**src/rtl/led_matrix_scanner.sv**
```systemverilog
// Row-scanned 8x8 LED matrix driver with a tear-free frame shadow and per-row anti-ghost blanking.
// Optional feature macro LED_SCAN_DIM_EN: adds a 4-bit brightness input gating the lit window via PWM.
module led_matrix_scanner #(
  parameter int unsigned ROW_DIV      = 50000,
  parameter int unsigned BLANK_CYCLES = 64
) (
  input  logic        clk,
  input  logic        rst,
  input  logic [63:0] grid_in,
  input  logic        reload,
  input  logic        blank_req,
`ifdef LED_SCAN_DIM_EN
  input  logic [3:0]  brightness,
`endif
  output logic [7:0]  row_sel,
  output logic [7:0]  col_out,
  output logic        frame_start
);

  localparam int unsigned CW = $clog2(ROW_DIV);
  localparam logic [CW-1:0] CNT_LAST    = CW'(ROW_DIV - 1);
  localparam logic [CW-1:0] BLANK_START = CW'(BLANK_CYCLES);

  logic [CW-1:0] cnt_q, cnt_d;
  logic [2:0]    row_q, row_d;
  logic [63:0]   shadow_q, shadow_d;
  logic [7:0]    row_sel_q, row_sel_d;
  logic [7:0]    col_out_q, col_out_d;
  logic          frame_start_q, frame_start_d;
  logic          lit;

`ifdef LED_SCAN_DIM_EN
  logic [3:0]    pwm_q, pwm_d;
`endif

  always_comb begin
    cnt_d         = cnt_q;
    row_d         = row_q;
    shadow_d      = shadow_q;
    frame_start_d = 1'b0;
    if (reload) begin
      cnt_d         = '0;
      row_d         = 3'd0;
      shadow_d      = grid_in;
      frame_start_d = 1'b1;
    end else if (cnt_q == CNT_LAST) begin
      cnt_d = '0;
      row_d = row_q + 3'd1;
      if (row_q == 3'd7) begin
        shadow_d      = grid_in;
        frame_start_d = 1'b1;
      end
    end else begin
      cnt_d = cnt_q + 1'b1;
    end
  end

  // Outputs are computed from next-state values so row_sel and col_out switch together.
  always_comb begin
`ifdef LED_SCAN_DIM_EN
    pwm_d = pwm_q + 4'd1;
`endif
    lit = (cnt_d >= BLANK_START) && !blank_req;
`ifdef LED_SCAN_DIM_EN
    lit = lit && (pwm_d < brightness);
`endif
    row_sel_d = 8'h01 << row_d;
    col_out_d = lit ? shadow_d[{row_d, 3'b000} +: 8] : 8'h00;
  end

  always_ff @(posedge clk or posedge rst) begin
    if (rst) begin
      cnt_q         <= '0;
      row_q         <= 3'd0;
      shadow_q      <= '0;
      row_sel_q     <= 8'h01;
      col_out_q     <= 8'h00;
      frame_start_q <= 1'b0;
    end else begin
      cnt_q         <= cnt_d;
      row_q         <= row_d;
      shadow_q      <= shadow_d;
      row_sel_q     <= row_sel_d;
      col_out_q     <= col_out_d;
      frame_start_q <= frame_start_d;
    end
  end

`ifdef LED_SCAN_DIM_EN
  always_ff @(posedge clk or posedge rst) begin
    if (rst) pwm_q <= 4'd0;
    else     pwm_q <= pwm_d;
  end
`endif

  assign row_sel     = row_sel_q;
  assign col_out     = col_out_q;
  assign frame_start = frame_start_q;

endmodule
```
**config.mk**
```make
export PLATFORM = sky130hd
export DESIGN_NAME = led_matrix_scanner
export DESIGN_NICKNAME = d
export VERILOG_FILES = /design/src/rtl/led_matrix_scanner.sv
export SDC_FILE = /design/constraint.sdc
export NUM_CORES = 1
export LEC_CHECK = 0
export CAP_MARGIN = 20
export CORE_MARGIN = 1.5
export CORE_UTILIZATION = 30
export CTS_CLUSTER_DIAMETER = 80
export DETAILED_ROUTE_END_ITERATION = 10
export GPL_TIMING_DRIVEN = 0
export PLACE_DENSITY = 0.56
export SETUP_SLACK_MARGIN = 0.2
export SYNTH_ARGS = -nofsm -noshare
export SYNTH_HDL_FRONTEND = slang
export SYNTH_SLANG_ARGS = --single-unit
```
**constraint.sdc**
```tcl
create_clock -name clk -period 3.6 [get_ports clk]
set_input_delay 0.72 -clock clk [delete_from_list [all_inputs] [get_ports clk]]
set_output_delay 0.72 -clock clk [all_outputs]
set_load 0.01 [all_outputs]
```
==> After elaboration in Yosys (flattened, before gate mapping) <==
Index checks and enable logic that the tools add are counted.
{ "word_totals": {"reg_bits": 100, "in_bits": 68, "out_inout_bits": 17, "elab_cells": 26} }
{ "classes": {"addsub": 2, "n_lt_le_gt_ge": 1, "n_eq_ne": 2, "shifts": 2, "muxes": 11, "reduce_logical": 2} }
{ "ops": {"columns": ["operator", "count"], "rows": [
  ["two-way mux 64 bit", 3],
  ["variable part select 64 x 7 -> 8 bit", 1],
  ["two-way mux 16 bit", 2],
  ["adder 16 x 1 -> 16 bit, second input constant", 1],
  ["== test 16 bit, second input constant", 1],
  ["greater-or-equal comparator 16 x 7 -> 1 bit, second input constant", 1],
  ["two-way mux 8 bit", 1],
  ["<< shifter 1 x 3 -> 8 bit, first input constant", 1],
  ["two-way mux 3 bit", 2],
  ["adder 3 x 1 -> 3 bit, second input constant", 1],
  ["== test 3 bit, second input constant", 1],
  ["two-way mux 1 bit", 3],
  ["logical AND 1 bit", 1],
  ["logical NOT 1 bit", 1]
]} }

==> Longest topological paths before layout <==
{ "depth": {"word_depth": 6, "mapped_depth": 12, "depth_no_buf": 9} }

==> Worst setup path after synthesis <==
OpenSTA, ideal clock, no wires.
{ "synth_path": {"path_type": "register to register", "startpoint": "register cnt_q[0]", "endpoint": "register shadow_q[19]", "setup_ps": 125, "t_arrival_ps": 2468, "t_required_ps": 3475, "path_slack_ps": 1007, "path_stages_with_launch": 11, "n_path_buf": 5, "synth_period_minus_slack_ps": 2593, "path_cell_list": "dfrtp_1 ha_1 and3_1 and3b_1 buf_4 a31oi_4 buf_4 buf_4 buf_4 buf_2 mux2_2"} }
{ "synth_via": {"elab_chain_len": 3} }
{ "synth_lines": {"columns": ["element", "line", "text"], "rows": [
  ["from (decl)", "24", "logic [CW-1:0] cnt_q, cnt_d;"],
  ["from (signal assigned)", "80", "cnt_q <= cnt_d;"],
  ["== test 16 bit", "46", "end else if (cnt_q == CNT_LAST) begin"],
  ["two-way mux 64 bit", "46", null],
  ["two-way mux 64 bit", "41", "if (reload) begin"],
  ["named net shadow_d[19]", "26", "logic [63:0] shadow_q, shadow_d;"],
  ["to (signal assigned)", "82", "shadow_q <= shadow_d;"],
  ["to (decl)", "26", null]
]} }
The timed path passes the listed nets, and every way through them passes these cells.

==> Worst setup path after layout <==
{ "layout_path": {"startpoint": "input port reload", "endpoint": "register col_out_q[7], in the netlist col_out[7]"} }
{ "layout_via": {"elab_chain_len": 4, "word_cells_on_any_way": 7, "cone_classes": "order compare (1); shift (1); mux (4); reduce/logical (1)"} }
{ "layout_lines": {"columns": ["element", "line", "text"], "rows": [
  ["from (decl)", "10", "input logic reload,"],
  ["two-way mux 16 bit", "41", null],
  ["greater-or-equal comparator 16 x 7 -> 1 bit", "63", "lit = (cnt_d >= BLANK_START) && !blank_req;"],
  ["logical AND 1 bit", "63", null],
  ["two-way mux 8 bit (*)", "68", "col_out_d = lit ? shadow_d[{row_d, 3'b000} +: 8] : 8'h00;"],
  ["named net col_out_d[7]", "28", "logic [7:0] col_out_q, col_out_d;"],
  ["to (signal assigned)", "84", "col_out_q <= col_out_d;"],
  ["to (decl)", "28", null]
]} }
Mark *: on every way through the listed nets, which the timed path passes. The rest lies on a longest branch.

==> summary.txt <==
Drt
  • Vias per cell: 5.09
  • Wire length per cell: 17.6 um
  • Vias: 3765
  • Final wirelength: 13000 um
  • Residual DRC: 0
  • Antenna viol nets, final: 0
  • Drt initial violations: 228
  • DR pass1 iterations: 5

Clock network
  • Clock Sinks: 100
  • Clock latency on the worst-skew pair: 0.34 ns
  • Clock buffer depth: 2
  • CTS buffer count: 9
  • H-tree depth: 3
  • Root Buffer: clkbuf_16
  • Clk slew on worst S/H paths: 0.07 ns
  • Setup Fix Bufs, Post-CTS: 0
  • CTS tree: built
  • Post-CTS Hold Buffers: 0

Timing
  • Final worst setup slack: 0.398 ns
  • RSZ-0062 raised after global routing: false
  • Final worst path period share: 0.889
  • Pins Over Slew Limit: 0
  • Final Critical Period: 3.20 ns
  • Max-slew headroom: 0.478
  • Worst-margin pin slew: 0.773 ns
  • Skew final: 0.00539 ns
  • Final setup fails: 0
  • Maximum clock rate: 0.312 GHz
  • Fin Hold WS: 0.463 ns
  • Final hold vios: 0

Hold path
  • HP Class: flop to flop

Run status
  • Status: finished, final reports clean

Setup path
  • Max FO, Critical Path: 10
  • Setup CP Type: primary input to flop
  • Reg2Reg Setup Slack: 0.52 ns
  • Max stage delay cell, worst path: clkbuf_1
  • CP Launch Type: primary input
  • Worst stage delay on the critical path: 0.55 ns
  • CP most frequent cell: clkbuf_1
  • Critical Path End Type: flop
  • CP required: 3.79 ns
  • Worst Path Buf+Inv: 3
  • Worst path cell trace: clkdlybuf4s50_1, clkbuf_1, nor2_1, nand4_1, o21ai_1, clkbuf_1, a221oi_1, o21ai_0, a31oi_1
  • Critical path arrival: 3.39 ns
  • Critical path's top delay family: buffers and inverters

Layout
  • Area of the multi-input gates: 2190 um2
  • Number of nets in the layout: 590
  • Area growth syn-to-layout: 28.9%
  • Antenna Cells: 0
  • Finished Cell Area: 6300 um2
  • FF/Latch Area: 2500 um2
  • Fillers: 1581
  • Fin util: 0.397
  • Layout cell share with drive strength beyond 1: 0.182

Global routing
  • Largest net degree at the start of global routing: 55
  • Overflow after GRT: 0
  • First-pass GRT wire length: 20600 um
  • Vias in the first global route: 3850
  • Initial antenna violation count: 0
  • Gr usage total: 0.161

Power and ir drop
  • Pleak: 2.58 nW
  • Power per cell area: 380 nW/um2
  • VDD IR max: 219 uV
  • Overall power consumption: 2.40 mW

Run
  • Max_cap viols: 0

Place
  • RePlAce Congestion: 0.839
  • DP HPWL: 9760 um
  • Port-buffer cells: 84
  • Dpl ws: 0.0513 ns
  • Post-DP Area: 6030 um2

Floorplanning
  • DIE AREA: 17100 um2
  • Ports: 85
  • Die height: 131 um
  • # rows: 46
  • DIE WIDTH: 131 um
  • Core footprint: 15900 um2
  • Initial core utilization: 0.308

Logic synthesis
  • Post-Syn Area: 4890 um2
  • Ys Warns: 0
  • Async set-reset flop share out of synthesis: 1.00
  • Yosys reg bits: 100
  • Primary FF master, synth: dfrtp_1
  • Seq/Total Area, Yosys: 0.512
  • Synth Instances: 423
  • Post-synth EDFFs: 0
  • Post-Syn Nets: 494
  • Avg Cell Area, Syn: 11.6 um2
  • Synth cell types: 58
cells by family after synthesis:
| kind of cell | count (synthesis) | share of synthesized area |
|---|---|---|
| XOR/XNOR | 15 | 0.0269 |
| adder cells (fa/ha/maj) | 3 | 0.00768 |
| multiplexers | 70 | 0.155 |
| AO/OA/AOI/OAI | 89 | 0.144 |
| AND/OR/NAND/NOR | 105 | 0.113 |
| buffers and inverters | 41 | 0.0407 |
| flip-flops | 100 | 0.512 |
metal layers:
layer  GRT usage  wire [um]  up-vias
met5           0          0        -
met4      0.0627        246        0
met3      0.0383        876       15
met2       0.257       6080      127
met1       0.212       5820     1874
li1            -          -     1749
power by group:
part | internal, mW | switching [mW]
clock | 0.483 | 0.414
combinational | 0.151 | 0.126
sequential | 1.20 | 0.0260
total | 1.83 | 0.566
synthesized netlist by cell type (7+ instances only):
cell type / count / area (um2)
o21ai_0: 15 / 75.1
dfrtp_1: 99 / 2480
a32oi_1: 7 / 61.3
mux2i_1: 25 / 250
clkbuf_1: 8 / 30.0
nand2_1: 24 / 90.1
nand3_1: 9 / 45.0
xnor2_1: 10 / 87.6
a31oi_1: 7 / 43.8
and2_1: 8 / 50.1
buf_2: 9 / 45.0
mux2_2: 44 / 495
nor2_1: 27 / 101
inv_1: 16 / 60.1
a221oi_1: 7 / 61.3
layout make-up:
class / count / area share
clock inverter: 4 / 0.00417
clock buffer: 11 / 0.0385
tap: 216 / 0.0429
multi-input combinational: 282 / 0.347
inverter: 17 / 0.0105
buffer: 24 / 0.0216
timing repair buffer: 85 / 0.138
sequential: 100 / 0.397
path summary, 6_finish.rpt:
path,end,start,cells after the start
setup / recovery,col_out[7],reload,9
hold / removal,shadow_q[21],shadow_q[21],2
max in group asynchronous,row_q[0],rst,3
min in group asynchronous,shadow_q[5],rst,2
hold reg to reg,shadow_q[21],shadow_q[21],2
setup reg to reg,col_out[7],cnt_q[0],9
placed cells by master (no fill, tap or decap), types with 6 or more instances in the layout:
cell	count
clkbuf_1	8
inv_1	15
mux2_2	44
and2_1	8
nand4_1	6
nand2_1	24
a221oi_1	7
nand3_1	9
clkdlybuf4s50_1	84
xnor2_1	10
a32oi_1	7
a31oi_1	7
buf_2	9
o21ai_0	15
o2111ai_1	6
clkbuf_16	9
nor3_1	6
mux2i_1	25
nor2_1	27
dfrtp_1	99
a22o_1	6
flip-flops by register name, indices dropped and copies added, names as in the netlist:
name         cells
shadow_q        64
cnt_q           16
col_out          8
row_sel          8
row_q            3
frame_start      1
tightest hold or removal path, cell delays in order, from the launching register on:
cell and delay, ns:
dfrtp_1 0.32, nand2_1 0.06, nand2_1 0.05
what timing repair did:
item | 4_1_cts | 5_1_grt
endpoints found under the hold margin | 0 | 0
setup endpoints to repair | 0 | 2
gates resized for setup | 0 | 2
through the flow:
| step | setup TNS (ns) | instances |
|---|---|---|
| final | 0 | 739 |
| after floorplan | 0 | 423 |
| after CTS | 0 | 739 |
| after detailed placement | 0 | 724 |
| after global placement | -125.27 | 723 |
| after global routing | 0 | 739 |
No activity file was read; power rests on OpenSTA's default activity.
